[config.mk]
export PLATFORM = sky130hd
export DESIGN_NAME = axi_wdata_sched
export DESIGN_NICKNAME = d
export VERILOG_FILES = /design/src/rtl/axi_mm_pkg.sv /design/src/rtl/synch_fifo.sv /design/src/rtl/axi_wdata_sched.sv
export SDC_FILE = /design/constraint.sdc
export NUM_CORES = 1
export LEC_CHECK = 0
export ABC_AREA = 1
export BUFFER_PORTS_ARGS = -buffer_cell sky130_fd_sc_hd__buf_4
export CORE_MARGIN = 4
export CORE_UTILIZATION = 35
export DETAILED_ROUTE_END_ITERATION = 8
export SLEW_MARGIN = 15
export SYNTH_ARGS = -nofsm -noshare
export SYNTH_HDL_FRONTEND = slang
export SYNTH_SLANG_ARGS = --single-unit
[constraint.sdc]
create_clock -name clk -period 2.6 [get_ports clk]
set_input_delay 0.13 -clock clk [delete_from_list [all_inputs] [get_ports clk]]
set_output_delay 0.13 -clock clk [all_outputs]
set_load 0.1 [all_outputs]
[src/rtl/axi_mm_pkg.sv]
`default_nettype none
// +----------------------------------------------------------------------+
// | axi_mm_pkg : shared AXI response codes and W-scheduler state encoding |
// | Revision   : 1.0                                                      |
// +----------------------------------------------------------------------+
package axi_mm_pkg;

  localparam logic [1:0] RESP_OKAY   = 2'b00;
  localparam logic [1:0] RESP_SLVERR = 2'b10;

  localparam logic [2:0] ST_IDLE  = 3'd0;
  localparam logic [2:0] ST_ISSUE = 3'd1;
  localparam logic [2:0] ST_SEND  = 3'd2;
  localparam logic [2:0] ST_DROP  = 3'd3;
  localparam logic [2:0] ST_RESP  = 3'd4;

  typedef enum logic [2:0] {
    S_IDLE  = ST_IDLE,
    S_ISSUE = ST_ISSUE,
    S_SEND  = ST_SEND,
    S_DROP  = ST_DROP,
    S_RESP  = ST_RESP
  } sched_state_e;

  // Stored verdict is {tok, tlen}.
  function automatic int unsigned verdict_width(input int unsigned len_width);
    return len_width + 1;
  endfunction

endpackage
`default_nettype wire

[src/rtl/synch_fifo.sv]
`default_nettype none
// +----------------------------------------------------------------------+
// | synch_fifo : single-clock show-ahead FIFO, power-of-2 depth           |
// | Revision   : 1.0                                                      |
// +----------------------------------------------------------------------+
module synch_fifo #(
  parameter int DW         = 9,
  parameter int FIFO_DEPTH = 8
) (
  input  logic                        clk,
  input  logic                        reset_,
  input  logic                        wr_en,
  input  logic [DW-1:0]               wr_data,
  input  logic                        rd_en,
  output logic [DW-1:0]               rd_data,
  output logic                        full,
  output logic                        empty,
  output logic [$clog2(FIFO_DEPTH):0] count
);

  localparam int AW = $clog2(FIFO_DEPTH);

  logic [DW-1:0] mem_q [FIFO_DEPTH];
  logic [AW-1:0] wr_ptr_q, wr_ptr_d;
  logic [AW-1:0] rd_ptr_q, rd_ptr_d;
  logic [AW:0]   count_q, count_d;
  logic          do_wr, do_rd;

  // Depth is a power of two, so the top count bit alone marks full.
  assign full    = count_q[AW];
  assign empty   = (count_q == '0);
  assign count   = count_q;
  assign rd_data = mem_q[rd_ptr_q];
  assign do_wr   = wr_en & ~full;
  assign do_rd   = rd_en & ~empty;

  always_comb begin
    wr_ptr_d = wr_ptr_q;
    rd_ptr_d = rd_ptr_q;
    count_d  = count_q;
    if (do_wr) wr_ptr_d = wr_ptr_q + AW'(1);
    if (do_rd) rd_ptr_d = rd_ptr_q + AW'(1);
    case ({do_wr, do_rd})
      2'b10:   count_d = count_q + (AW+1)'(1);
      2'b01:   count_d = count_q - (AW+1)'(1);
      default: count_d = count_q;
    endcase
  end

  always_ff @(posedge clk) begin
    if (!reset_) begin
      wr_ptr_q <= '0;
      rd_ptr_q <= '0;
      count_q  <= '0;
    end else begin
      wr_ptr_q <= wr_ptr_d;
      rd_ptr_q <= rd_ptr_d;
      count_q  <= count_d;
    end
  end

  always_ff @(posedge clk) begin
    if (do_wr) mem_q[wr_ptr_q] <= wr_data;
  end

endmodule
`default_nettype wire

[src/rtl/axi_wdata_sched.sv]
`default_nettype none
// +----------------------------------------------------------------------+
// | axi_wdata_sched : per-burst done/drop sequencing and completion for   |
// |                   the W receive channel                               |
// | Revision        : 1.0                                                 |
// +----------------------------------------------------------------------+
module axi_wdata_sched
  import axi_mm_pkg::*;
#(
  parameter int QDEPTH    = 8,
  parameter int LEN_WIDTH = 8
) (
  input  logic                     clk,
  input  logic                     reset_,
  input  logic                     in_tvalid,
  output logic                     out_tready,
  input  logic                     in_tok,
  input  logic [LEN_WIDTH-1:0]     in_tlen,
  output logic                     out_done,
  output logic                     out_drop,
  input  logic                     in_drop_done,
  input  logic                     mon_wvalid,
  input  logic                     mon_wready,
  input  logic                     mon_wlast,
  output logic                     out_cvalid,
  input  logic                     in_cready,
  output logic [1:0]               out_cresp,
  output logic                     out_len_err,
  output logic [$clog2(QDEPTH):0]  out_pending,
  output logic                     out_busy
);

  localparam int VW = int'(verdict_width(LEN_WIDTH));
  localparam logic [LEN_WIDTH:0] CNT_ONE = {{LEN_WIDTH{1'b0}}, 1'b1};

  logic                 q_full, q_empty, q_pop;
  logic [VW-1:0]        q_rdata;

  sched_state_e         state_q, state_d;
  logic                 cur_ok_q, cur_ok_d;
  logic [LEN_WIDTH-1:0] cur_len_q, cur_len_d;
  logic [LEN_WIDTH:0]   cnt_q, cnt_d;
  logic                 over_q, over_d;
  logic [1:0]           cresp_q, cresp_d;
  logic                 len_err_q, len_err_d;
  logic                 done_q, done_d;
  logic                 drop_q, drop_d;

  logic                 beat;
  logic [LEN_WIDTH:0]   cnt_inc;
  logic [LEN_WIDTH:0]   burst_len;
  logic                 last_err;

  synch_fifo #(
    .DW         (VW),
    .FIFO_DEPTH (QDEPTH)
  ) u_verdict_q (
    .clk     (clk),
    .reset_  (reset_),
    .wr_en   (in_tvalid),
    .wr_data ({in_tok, in_tlen}),
    .rd_en   (q_pop),
    .rd_data (q_rdata),
    .full    (q_full),
    .empty   (q_empty),
    .count   (out_pending)
  );

  assign out_tready = ~q_full;

  assign beat      = mon_wvalid & mon_wready;
  assign cnt_inc   = (cnt_q == '1) ? cnt_q : cnt_q + CNT_ONE;
  assign burst_len = {1'b0, cur_len_q} + CNT_ONE;
  assign last_err  = over_q | (cnt_inc != burst_len);

  always_comb begin
    state_d   = state_q;
    cur_ok_d  = cur_ok_q;
    cur_len_d = cur_len_q;
    cnt_d     = cnt_q;
    over_d    = over_q;
    cresp_d   = cresp_q;
    len_err_d = len_err_q;
    done_d    = 1'b0;
    drop_d    = 1'b0;
    q_pop     = 1'b0;
    case (state_q)
      S_IDLE: begin
        if (!q_empty) begin
          q_pop     = 1'b1;
          cur_ok_d  = q_rdata[VW-1];
          cur_len_d = q_rdata[LEN_WIDTH-1:0];
          state_d   = S_ISSUE;
        end
      end
      S_ISSUE: begin
        done_d  = cur_ok_q;
        drop_d  = ~cur_ok_q;
        cnt_d   = '0;
        over_d  = 1'b0;
        state_d = cur_ok_q ? S_SEND : S_DROP;
      end
      S_SEND: begin
        if (beat) begin
          cnt_d = cnt_inc;
          if (mon_wlast) begin
            len_err_d = last_err;
            cresp_d   = last_err ? RESP_SLVERR : RESP_OKAY;
            state_d   = S_RESP;
          end else if (cnt_inc > burst_len) begin
            // Overrun is remembered until the late wlast closes the burst.
            over_d = 1'b1;
          end
        end
      end
      S_DROP: begin
        if (in_drop_done) begin
          cresp_d   = RESP_SLVERR;
          len_err_d = 1'b0;
          state_d   = S_RESP;
        end
      end
      S_RESP: begin
        if (in_cready) begin
          cresp_d   = RESP_OKAY;
          len_err_d = 1'b0;
          state_d   = S_IDLE;
        end
      end
      default: state_d = S_IDLE;
    endcase
  end

  always_ff @(posedge clk) begin
    if (!reset_) begin
      state_q   <= S_IDLE;
      cur_ok_q  <= 1'b0;
      cur_len_q <= '0;
      cnt_q     <= '0;
      over_q    <= 1'b0;
      cresp_q   <= RESP_OKAY;
      len_err_q <= 1'b0;
      done_q    <= 1'b0;
      drop_q    <= 1'b0;
    end else begin
      state_q   <= state_d;
      cur_ok_q  <= cur_ok_d;
      cur_len_q <= cur_len_d;
      cnt_q     <= cnt_d;
      over_q    <= over_d;
      cresp_q   <= cresp_d;
      len_err_q <= len_err_d;
      done_q    <= done_d;
      drop_q    <= drop_d;
    end
  end

  assign out_done    = done_q;
  assign out_drop    = drop_q;
  assign out_cvalid  = (state_q == S_RESP);
  assign out_cresp   = cresp_q;
  assign out_len_err = len_err_q;
  assign out_busy    = (state_q != S_IDLE);

endmodule
`default_nettype wire

==> impl_metrics.ini <==
[clock_tree]
cts_resized = 0
htreeDepth = 3
cts_setup_buffers = 0
cts_buffers = 9
cts_tree = yes
clock_tree.buffer_depth = 2
clk_pin_slew_worst_paths_ns = 0.07
cts_hold_buf = 0
root_buffer = clkbuf_16
clkLatencyLatePin_ns = 0.34
clock_sinks = 108

[worst_setup_path]
crit_start = cnt_q[1]
r2r_slack_ns = 0.36
crit_end = out_cresp[1]
crit_arrival_ns = 2.48
cp-start-kind = flop
reg2reg_depth = 13
path_class = reg2reg
reg2reg_from = cnt_q[1]
worst-path-max-fanout = 9
endpoint_kind = flop
crit_required_ns = 2.84
r2r-end = out_cresp[1]

[drt]
vias = 3765
postRouteAntennaNets = 0
drc = 0
drt_wl_total_mm = 10.8
drt_iter0_drc = 272
post_drt_wl_per_cell_um = 13.8
dr.pass1.iters = 5
vias_per_cell = 4.83

[power]
ir_worst_vdd_mv = 0.417
p_int_mw = 3.43
swShare_pct = 41.1
powerDensity_nw_per_um2 = 1010
p_comb_share_pct = 40.0
power.total_mw = 5.82
power_frac_clock_pct = 21.9
p_switching_mw = 2.40
power_frac_seq_pct = 38.1
p_leak_nw = 2.33

[global_route]
grt_pass1_vias = 3458
grt_pass1_wl_mm = 17.5
grt_use_total_pct = 13.3
globalRouteOverflowTotal = 0
antenna_found_initial = 0
grt_max_degree = 39

[die]
rows = 43
die_w_um = 129
initial_core_util_pct = 36.4
die_y_um = 129
die_area_sq_um = 16600
core-area_sq_um = 14100
ios = 29

[cells_and_area]
layout-drive-gt1-share_pct = 12.0
final_nets = 630
syn_to_final_growth_pct = 13.0
final_common_cell = nand2_1
layout_common_cells = nand2_1 (130), nor2_1 (84), edfxtp_1 (72), nand3_1 (49), inv_1 (44)
final_core_util_pct = 41.1
diodes = 0
fillCellCount = 1373
final-instance-count-excl-fill = 780

[placed_design]
port-buffer-count = 27
place.detailed.hpwl_mm = 7.30
gp_congestion = 0.820
numPlacedInstances = 765

[yosys]
yosys.area_share.adder_pct = 4.30
ys_seq_elements = 108
syn_nets = 599
yosysSeqAreaShare_pct = 56.2
synth_xor_xnor_area_share_pct = 1.88
syn_area_sq_um = 5130
synth_top_family_by_area = simple AND/OR/NAND/NOR gates
synthMuxAreaShare_pct = 0
syn_inst = 565
synth.avg_cell_area_sq_um = 9.07
ys_types = 36
yosysWarningCount = 0
synth-simple-area-share_pct = 23.5
synth-compound-area-share_pct = 7.66

[timing]
fin_tns_setup_ns = 0
skew_ns = 0.00692
slew_viol_final = 0
hold_viol_final = 0
max_clock_freq_mhz = 446
rsz0062_at_grt = no
worst_pin_slew_ns = 0.620
fin_crit_sh_pct = 86.2
slew-limit-headroom_pct = 58.6
finalSetupViolations = 0
finalHoldWorstSlack_ns = 0.0180
fin_crit_ns = 2.24

[worst_hold_path]
hp-class = in2reg
hold_path_startpoint = in_tlen[7]

[run_status]
status = completed

[run]
max_cap_violations = 0
[state kept, by name, indices dropped and copies added (netlist names)]
signal,count
cnt_q,9
cur_len_q,8
cur_ok_q,1
out_cresp,1
out_done,1
out_drop,1
out_len_err,1
over_q,1
state_q,3
u_verdict_q.count,4
u_verdict_q.mem_q,72
u_verdict_q.rd_ptr_q,3
u_verdict_q.wr_ptr_q,3
[cell usage after synthesis, drive strengths merged]
library cell / number / area share, %
dfxtp: 36 / 14
nand3: 53 / 5.6
edfxtp: 72 / 42
ha: 16 / 3.9
xnor2: 8 / 1.4
nor2: 88 / 6.9
o21ai: 38 / 3.8
nand3b: 3 / 0.51
nand2: 131 / 9.6
o21a: 1 / 0.15
clkbuf: 6 / 0.46
buf: 14 / 2.1
and3: 1 / 0.12
fa: 1 / 0.39
conb: 1 / 0.073
a21o: 1 / 0.15
nor3: 2 / 0.20
o21bai: 1 / 0.15
nand4: 3 / 0.37
inv: 48 / 3.5
a21boi: 1 / 0.22
a21oi: 33 / 3.2
clkinv: 3 / 0.22
and2: 1 / 0.17
xor2: 3 / 0.51
[per-stage QoR]
step | area (sq um) | worst slack (ns)
finish | 5790 | 0.359
CTS | 5790 | 0.371
floorplan | 5130 | 0.0265
global placement | 5520 | 0.441
global route | 5790 | 0.114
detailed placement | 5520 | 0.396
[worst max-delay path: stages (launching register included)]
cell	delay (ns)
dfxtp_1	0.40
ha_1	0.19
nand2_1	0.12
nor2_4	0.14
nand3_2	0.21
o21a_1	0.24
ha_1	0.29
nand2_1	0.05
nor2_1	0.16
nand4_1	0.10
nand2_1	0.08
nand2_1	0.05
nor2_1	0.08
nor2_1	0.05
[power by group through the flow]
stage	Sequential (mW)	Clock [mW]	Combinational (mW)
global route	2.25	1.37	2.61
floorplan	2.46	0	1.64
global placement	2.25	0	2.27
CTS	2.22	1.32	2.34
detailed placement	2.26	0	2.33
finish	2.22	1.27	2.33
[metal layers]
metal / track usage [%] / wire (um)
met1: 18.1 / 5140
met2: 21.7 / 5090
met3: 3.13 / 441
met4: 3.15 / 85
met5: 0 / 0
[final cells by class]
type / count / area (sq um) / area share (%)
timing repair buffer: 40 / 300 / 5.18
tap: 180 / 225 / 3.89
clock inverter: 6 / 47.5 / 0.821
inverter: 51 / 191 / 3.31
sequential: 108 / 2880 / 49.8
clock buffer: 9 / 225 / 3.89
multi-input combinational: 386 / 1920 / 33.1
[how the worst min path moves through the flow]
stage | to | cells past startpoint | slack, ns
floorplan | u_verdict_q.mem_q[0][0] | 0 | 0.23
global placement | u_verdict_q.mem_q[0][8] | 1 | 0.36
detailed placement | u_verdict_q.mem_q[3][7] | 1 | 0.37
CTS | u_verdict_q.mem_q[3][7] | 1 | 0.005
global route | u_verdict_q.mem_q[3][5] | 1 | 0.009
finish | u_verdict_q.mem_q[3][7] | 1 | 0.02
[kinds of logic after synthesis]
| logic type | count (synthesis) |
|---|---|
| xor gates and xnor gates | 11 |
| adders and majority gates | 17 |
| buffers and inverters | 71 |
| and+or+nand+nor | 282 |
| DFF | 108 |
| other | 1 |
| AOI/OAI and AO/OA | 75 |
Power figures use the tool's default switching activity.
